--- config.mk ---
export PLATFORM = sky130hd
export DESIGN_NAME = operand_stage
export DESIGN_NICKNAME = d
export VERILOG_FILES = /design/src/rtl/cpu_pkg.sv /design/src/rtl/reg_file.sv /design/src/rtl/operand_stage.sv
export SDC_FILE = /design/constraint.sdc
export NUM_CORES = 1
export LEC_CHECK = 0
export BUFFER_PORTS_ARGS = -buffer_cell sky130_fd_sc_hd__buf_2
export CORE_MARGIN = 8
export CORE_UTILIZATION = 59
export DETAILED_ROUTE_END_ITERATION = 12
export PLACE_DENSITY = 0.87
export SYNTH_ARGS = -nofsm -noshare
export SYNTH_HDL_FRONTEND = slang
export SYNTH_SLANG_ARGS = --single-unit
--- constraint.sdc ---
create_clock -name clk -period 2.5 [get_ports clk]
set_input_delay 0.125 -clock clk [delete_from_list [all_inputs] [get_ports clk]]
set_output_delay 0.125 -clock clk [all_outputs]
set_load 0.02 [all_outputs]
--- src/rtl/cpu_pkg.sv ---
// Shared widths, ALU opcodes and the operand bundle handed from the operand stage to the ALU.
package cpu_pkg;

    localparam int DW   = 8;
    localparam int NREG = 8;
    localparam int RW   = $clog2(NREG);

    typedef enum logic [3:0] {
        ALU_ADD  = 4'b0000,
        ALU_SUB  = 4'b0001,
        ALU_AND  = 4'b0010,
        ALU_OR   = 4'b0011,
        ALU_XOR  = 4'b0100,
        ALU_RXOR = 4'b0101,
        ALU_NOT  = 4'b0110,
        ALU_SHL  = 4'b1110,
        ALU_SHR  = 4'b1111
    } alu_op_t;

    typedef struct packed {
        logic [3:0]    cmd;
        logic [DW-1:0] a;
        logic [DW-1:0] b;
        logic [RW-1:0] rd;
    } alu_bundle_t;

endpackage

--- src/rtl/reg_file.sv ---
// Architectural register file: one write port, two combinational read ports that
// forward the same-cycle writeback value.
module reg_file #(
    parameter int DW   = cpu_pkg::DW,
    parameter int NREG = cpu_pkg::NREG,
    parameter int RW   = $clog2(NREG)
) (
    input  logic          clk,
    input  logic          rst_n,
    input  logic [RW-1:0] ra,
    input  logic [RW-1:0] rb,
    output logic [DW-1:0] rd_a,
    output logic [DW-1:0] rd_b,
    input  logic          wb_en,
    input  logic [RW-1:0] wb_rd,
    input  logic [DW-1:0] wb_data
);

    logic [DW-1:0] regs_q [NREG];
    logic [DW-1:0] regs_d [NREG];

    always_comb begin
        regs_d = regs_q;
        if (wb_en) begin
            regs_d[wb_rd] = wb_data;
        end
    end

    always_ff @(posedge clk or negedge rst_n) begin
        if (!rst_n) begin
            for (int i = 0; i < NREG; i++) begin
                regs_q[i] <= '0;
            end
        end else begin
            regs_q <= regs_d;
        end
    end

    // A writeback landing this cycle is visible to a read in the same cycle.
    assign rd_a = (wb_en && (wb_rd == ra)) ? wb_data : regs_q[ra];
    assign rd_b = (wb_en && (wb_rd == rb)) ? wb_data : regs_q[rb];

endmodule

--- src/rtl/operand_stage.sv ---
// Operand-fetch stage: reads operands, tracks pending destinations, and registers
// one ALU bundle per accepted instruction.
module operand_stage #(
    parameter int DW   = cpu_pkg::DW,
    parameter int NREG = cpu_pkg::NREG,
    parameter int RW   = $clog2(NREG)
) (
    input  logic          clk,
    input  logic          rst_n,
    input  logic          in_valid,
    output logic          in_ready,
    input  logic [3:0]    in_cmd,
    input  logic [RW-1:0] in_ra,
    input  logic [RW-1:0] in_rb,
    input  logic [RW-1:0] in_rd,
    input  logic          in_imm_en,
    input  logic [DW-1:0] in_imm,
    output logic          out_valid,
    input  logic          out_ready,
    output logic [3:0]    alu_cmd,
    output logic [DW-1:0] inA,
    output logic [DW-1:0] inB,
    output logic [RW-1:0] out_rd,
    input  logic          wb_en,
    input  logic [RW-1:0] wb_rd,
    input  logic [DW-1:0] wb_data
);

    // Handshake: a transfer happens on a rising edge where valid && ready; ready never
    // looks at valid, and the producer holds its payload stable while valid && !ready.

    logic [DW-1:0]        rf_a;
    logic [DW-1:0]        rf_b;
    logic [NREG-1:0]      pend_q;
    logic [NREG-1:0]      pend_d;
    logic                 out_valid_q;
    logic                 out_valid_d;
    cpu_pkg::alu_bundle_t bundle_q;
    cpu_pkg::alu_bundle_t bundle_d;
    logic                 hazard_a;
    logic                 hazard_b;
    logic                 hazard_d;
    logic                 accept;

    reg_file #(.DW(DW), .NREG(NREG), .RW(RW)) u_reg_file (
        .clk     (clk),
        .rst_n   (rst_n),
        .ra      (in_ra),
        .rb      (in_rb),
        .rd_a    (rf_a),
        .rd_b    (rf_b),
        .wb_en   (wb_en),
        .wb_rd   (wb_rd),
        .wb_data (wb_data)
    );

    // Sources covered by a same-cycle writeback are bypassed; a pending destination never is.
    assign hazard_a = pend_q[in_ra] && !(wb_en && (wb_rd == in_ra));
    assign hazard_b = !in_imm_en && pend_q[in_rb] && !(wb_en && (wb_rd == in_rb));
    assign hazard_d = pend_q[in_rd];

    assign in_ready = !(hazard_a || hazard_b || hazard_d) && (!out_valid_q || out_ready);
    assign accept   = in_valid && in_ready;

    always_comb begin
        pend_d = pend_q;
        if (wb_en) begin
            pend_d[wb_rd] = 1'b0;
        end
        if (accept) begin
            pend_d[in_rd] = 1'b1;
        end
    end

    always_comb begin
        bundle_d    = bundle_q;
        out_valid_d = out_valid_q;
        if (accept) begin
            bundle_d.cmd = in_cmd;
            bundle_d.a   = rf_a;
            bundle_d.b   = in_imm_en ? in_imm : rf_b;
            bundle_d.rd  = in_rd;
            out_valid_d  = 1'b1;
        end else if (out_valid_q && out_ready) begin
            out_valid_d = 1'b0;
        end
    end

    always_ff @(posedge clk or negedge rst_n) begin
        if (!rst_n) begin
            pend_q      <= '0;
            out_valid_q <= 1'b0;
            bundle_q    <= '0;
        end else begin
            pend_q      <= pend_d;
            out_valid_q <= out_valid_d;
            bundle_q    <= bundle_d;
        end
    end

    assign out_valid = out_valid_q;
    assign alu_cmd   = bundle_q.cmd;
    assign inA       = bundle_q.a;
    assign inB       = bundle_q.b;
    assign out_rd    = bundle_q.rd;

endmodule
* Word level (Yosys, flattened, before mapping)
Cells that the tools add are included.
** Word-level totals
- Bits in latches :: 0
- Output and inout bits :: 25
- RAM bits :: 0
- Memories :: 0
- Register bits after elaboration :: 96
- Memory bits (read-only) :: 0
** Operators by class
- Multiply operators :: 0
- Add/subtract/negate cells :: 0
- Muxes and demuxes :: 26
- Bitwise logic cells :: 6
- Shift-type cells :: 0
- Reduce and logical (&&, ||, !) cells :: 20
- Order comparisons :: 10
- Equality and inequality tests :: 2
- Divide/modulo/power cells :: 0
** Operator list (count)
- two-way mux 8 bit :: 10
- bitwise mux 64 bit :: 1
- binary-select mux 8 bit (select 3 bit) :: 2
- demux 8 bit (select 3 bit) :: 1
- less-than comparator 3 x 4 -> 1 bit, second input constant :: 4
- greater-or-equal comparator 4 bit, second input constant :: 3
- inverter 3 -> 4 bit :: 3
- logical AND 1 bit :: 11
- binary-select mux 1 bit (select 3 bit) :: 3
- bitwise AND 8 bit :: 1
- inverter 8 bit :: 1
- OR 8 bit :: 1
- two-way mux 1 bit :: 7
- demux 1 bit (select 3 bit) :: 2
- equality test 3 bit :: 2
- greater-or-equal comparator 3 x 1 -> 1 bit, second input constant :: 2
- zero test 1 bit :: 5
- less-than comparator 4 x 1 -> 1 bit, second input constant :: 1
- logical OR 1 bit :: 3
- nonzero test 2 bit :: 1

* Longest topological paths before layout
- Depth in word-level cells :: 10
- Gate-level depth with buffers :: 8
- Depth with buffers taken out :: 5

* By module
From an unflattened synthesis, not the netlist that was laid out.
** Unflattened totals
- Cell total of the unflattened synthesis :: 378
- Area, all modules :: 5610.4 um^2
** By module, submodules not included
- reg_file :: cells an instance 232, area each 3788.6 um^2, times used 1
- operand_stage :: cells an instance 146, area each 1821.7 um^2, times used 1

* Worst setup path before layout
Ideal clock, no wire load.
- Path type :: register to register
- Start :: register pend_q[7]
- End :: register bundle_q, in the netlist alu_cmd[0]
- Path buffers :: 1
- Path slack :: 662 ps
- Clock period less this slack :: 1838 ps
- Library setup time :: 125 ps
- Data arrival time :: 1713 ps
- Required time :: 2375 ps
- Cell stages (with the launch flop) :: 6
- Cells stage by stage :: dfrtp_1 mux4_2 o2111ai_2 nand4_4 buf_6 mux2_4
** Between the ends
- Cells in the longest elaborated chain, start to end :: 9
- Elaborated cells between the ends (all ways) :: 14
** Ends and longest elaborated chain
- start, declared :: RTL line operand_stage.sv:34 : logic [NREG-1:0] pend_q;
- start signal, assigned :: RTL line operand_stage.sv:95 : pend_q <= pend_d;
- binary-select mux 1 bit (select 3 bit) :: RTL line operand_stage.sv:59 : assign hazard_b = !in_imm_en && pend_q[in_rb] && !(wb_en && (wb_rd == in_rb));
- two-way mux 1 bit (implied by the code) :: RTL line operand_stage.sv:59
- logical AND 1 bit (2 in series) :: RTL line operand_stage.sv:59
- logical OR 1 bit :: RTL line operand_stage.sv:62 : assign in_ready = !(hazard_a || hazard_b || hazard_d) && (!out_valid_q || out_ready);
- logical OR 1 bit (*) :: RTL line operand_stage.sv:62
- zero test 1 bit (*) :: RTL line operand_stage.sv:62
- logical AND 1 bit (*) :: RTL line operand_stage.sv:62
- logical AND 1 bit (*) :: RTL line operand_stage.sv:63 : assign accept = in_valid && in_ready;
- end signal, assigned :: RTL line operand_stage.sv:97 : bundle_q <= bundle_d;
- end, declared :: RTL line operand_stage.sv:38 : cpu_pkg::alu_bundle_t bundle_q;
Every way passes the cells marked *; elsewhere a longest branch is shown, timed or not. The select of a mux whose other input is x is not followed.
A chain may end at the register's enable or synchronous reset.

* Final worst setup path
- Start :: register pend_q[5]
- End :: register bundle_q, in the netlist inA[4]
The elaborated chain is that of the path after synthesis.

==> results_dict.tcl <==
set metrics [dict create \
    status "finished clean" \
    cp_max_fo 23 \
    die_w_um 111 \
    tightestPinTransition_ns 0.725 \
    clk_latency_ns 0.36 \
    finalCriticalPeriod_ns 2.14 \
    grtUsageTotal_pct 19.6 \
    yosys_register_bits 96 \
    p_leak_nw 2.75 \
    clock-sinks 96 \
    grt_pass1_vias 3757 \
    drc 0 \
    core_mm2 0.00902 \
    critPathLaunchType "flop" \
    p_sw_share_pct 33.0 \
    finalMaxSlewViolations 0 \
    root_buffer "clkbuf_8" \
    cp_slowest_cell "mux4_2" \
    grt_pass1_wl_mm 19.8 \
    intPower_w 0.00349 \
    ys_warn_count 0 \
    period_share_pct 85.4 \
    antenna_found_initial 0 \
    first_pass_iters 6 \
    overflow 0 \
    rows 35 \
    path_class "flop to flop" \
    pwr-share-comb_pct 34.7 \
    whs_ns 0.0120 \
    fin_nets 476 \
    cp.required_ns 2.76 \
    slew_headroom_pct 51.4 \
    reg2reg_depth 6 \
    cts_buffer_depth 2 \
    seqPwrFrac_pct 44.8 \
    rsz0062_at_grt "false" \
    initial_core_util_pct 59.5 \
    max_freq_ghz 0.468 \
    vias 3543 \
    fin_area_mm2 0.00602 \
    ir_drop_mv 0.338 \
    layout-drive-gt1-share_pct 49.9 \
    yosys_most_used_dff "dfrtp_1" \
    numCtsBuffers 9 \
    synth_enable_flop_cells 0 \
    crit_chain "mux4_2, a2bb2oi_1, nand3_1, nand4_4, buf_12, mux2_4" \
    place_area_mm2 0.00576 \
    p_clk_share_pct 20.6 \
    synth.avg_cell_area_um2 14.3 \
    place_hpwl_mm 8.34 \
    via_per_inst 6.40 \
    grt_max_degree 51 \
    ys_seq_area_share_pct 44.7 \
    maxCapViolCount 0 \
    fill_cells 589 \
    p_sw_w 0.00172 \
    cts_tree "yes" \
    p_per_area_mw_per_mm2 865 \
    post_cts_buffers 0 \
    clk_pin_slew_ns 0.10 \
    die_y_um 111 \
    slowest_delay_ns 0.48 \
    clock_skew_ns 0.0127 \
    port_buffers 62 \
    min_path_type "primary input to flop" \
    setup_viol 0 \
    finalHoldViolations 0 \
    drt-total-wl_mm 12.0 \
    end_kind "flop" \
    syn_nets 413 \
    syn_inst 375 \
    area_delta_synth_final_pct 12.2 \
    antenna_cells 0 \
    wl_per_cell_um 21.7 \
    syn-cell-area_mm2 0.00537 \
    gp_congestion 0.852 \
    drtAntennaViolNets 0 \
    async_flop_share_pct 100 \
    whs_path_depth 3 \
    drt_iter0_drc 207 \
    cts-htree-levels 3 \
    synth_cell_type_count 39 \
    dieArea_mm2 0.0124 \
    finalSetupTns_ns 0 \
    io_pins 63 \
    worstPathArrival_ns 2.39 \
]
-- flip-flops by register name, indices dropped and copies added, names as in the netlist --
name	flops
u_reg_file.regs_q	64
inA	8
inB	8
pend_q	8
alu_cmd	4
out_rd	3
out_valid	1
-- timing repair --
item                                   in CTS  in global routing
endpoints found under the hold margin      51                  0
gates resized for setup                     0                  0
hold buffers                                5                  0
-- power by group through the flow --
stage               clock network [W]  registers [W]  logic, W
floorplan                           0        0.00250   0.00113
global placement                    0        0.00231   0.00175
detailed placement                  0        0.00235   0.00180
CTS                           0.00109        0.00232   0.00182
global route                  0.00114        0.00238   0.00194
finish                        0.00107        0.00233   0.00181
-- per-stage QoR --
stage | util, % | worst slack (ns) | power, W | std cells
2_1_floorplan | - | 0.662 | 0.00363 | 375
3_3_place_gp | 63.9 | 0.369 | 0.00406 | 533
3_5_place_dp | 63.9 | 0.302 | 0.00415 | 533
4_1_cts | 66.8 | 0.381 | 0.00522 | 554
5_1_grt | 66.8 | 0.274 | 0.00546 | 554
6_report | 66.8 | 0.365 | 0.00521 | 554
-- routing by layer --
metal  up-vias  part of all wire, %  GRT usage (%)
met2       157                   50           31.8
met4         0                  2.3           8.44
met5         -                    0              0
met1      1810                   41           25.1
met3        25                  6.2           3.55
li1       1551                    -              -
-- cell usage after synthesis, types with 6 or more instances --
master | n | area share, %
dfrtp_1 | 96 | 45
mux2_2 | 74 | 16
mux2_4 | 21 | 5.9
mux4_2 | 21 | 8.8
mux2i_1 | 20 | 3.7
nand2_1 | 18 | 1.3
mux4_1 | 13 | 6.4
clkbuf_1 | 11 | 0.77
o21ai_0 | 11 | 1.0
nor2_1 | 10 | 0.70
a21oi_1 | 9 | 0.84
buf_2 | 8 | 0.75
buf_4 | 6 | 0.84
buf_6 | 6 | 1.3
xnor2_1 | 6 | 0.98
-- final timing paths --
kind	startpoint	to	slack, ns
min reg2reg	out_rd[2]	out_rd[2]	0.51
max in group asynchronous	rst_n	u_reg_file.regs_q[59]	1.47
max	pend_q[5]	inA[4]	0.36
min	out_ready	out_valid	0.01
max reg2reg	pend_q[5]	inA[4]	0.36
min in group asynchronous	rst_n	u_reg_file.regs_q[19]	0.32
-- placed cells by master, fill, tap and decap left out, types with 3 or more instances in the layout --
master / count
mux2_4: 21
nor2_1: 10
nand2_1: 18
mux4_1: 13
xnor2_1: 6
mux2i_1: 20
a21oi_1: 9
dfrtp_1: 96
nand2b_1: 3
buf_2: 61
mux2_2: 74
nand3_1: 3
nand4b_1: 4
dlygate4sd3_1: 5
buf_4: 17
nand3b_1: 4
clkbuf_8: 9
o22ai_1: 4
mux4_2: 21
inv_1: 4
o21ai_0: 11
-- logic make-up after synthesis --
| family | after synthesis | share of synthesized area, % |
|---|---|---|
| AOI/OAI and AO/OA | 32 | 3.66 |
| xor gates and xnor gates | 6 | 0.979 |
| buffers and inverters | 36 | 3.96 |
| DFF | 96 | 44.7 |
| muxes | 149 | 40.3 |
| and+or+nand+nor | 56 | 6.36 |
-- final cells by class --
cell class | count | area [um^2] | share of cell area, %
clock buffer | 9 | 124 | 2.06
clock inverter | 7 | 85.1 | 1.41
inverter | 4 | 15.0 | 0.249
multi-input combinational | 243 | 2750 | 45.7
sequential | 96 | 2400 | 39.9
tap | 111 | 139 | 2.31
timing repair buffer | 84 | 503 | 8.35
-- critical path, delay by kind of cell, from the launching register on --
kind,cells,cell delay (ns)
DFF,1,0.43
AOI/OAI and AO/OA,1,0.15
buffers and inverters,1,0.26
and+or+nand+nor,2,0.39
muxes,2,0.79
No activity file was read; power rests on OpenSTA's default activity.
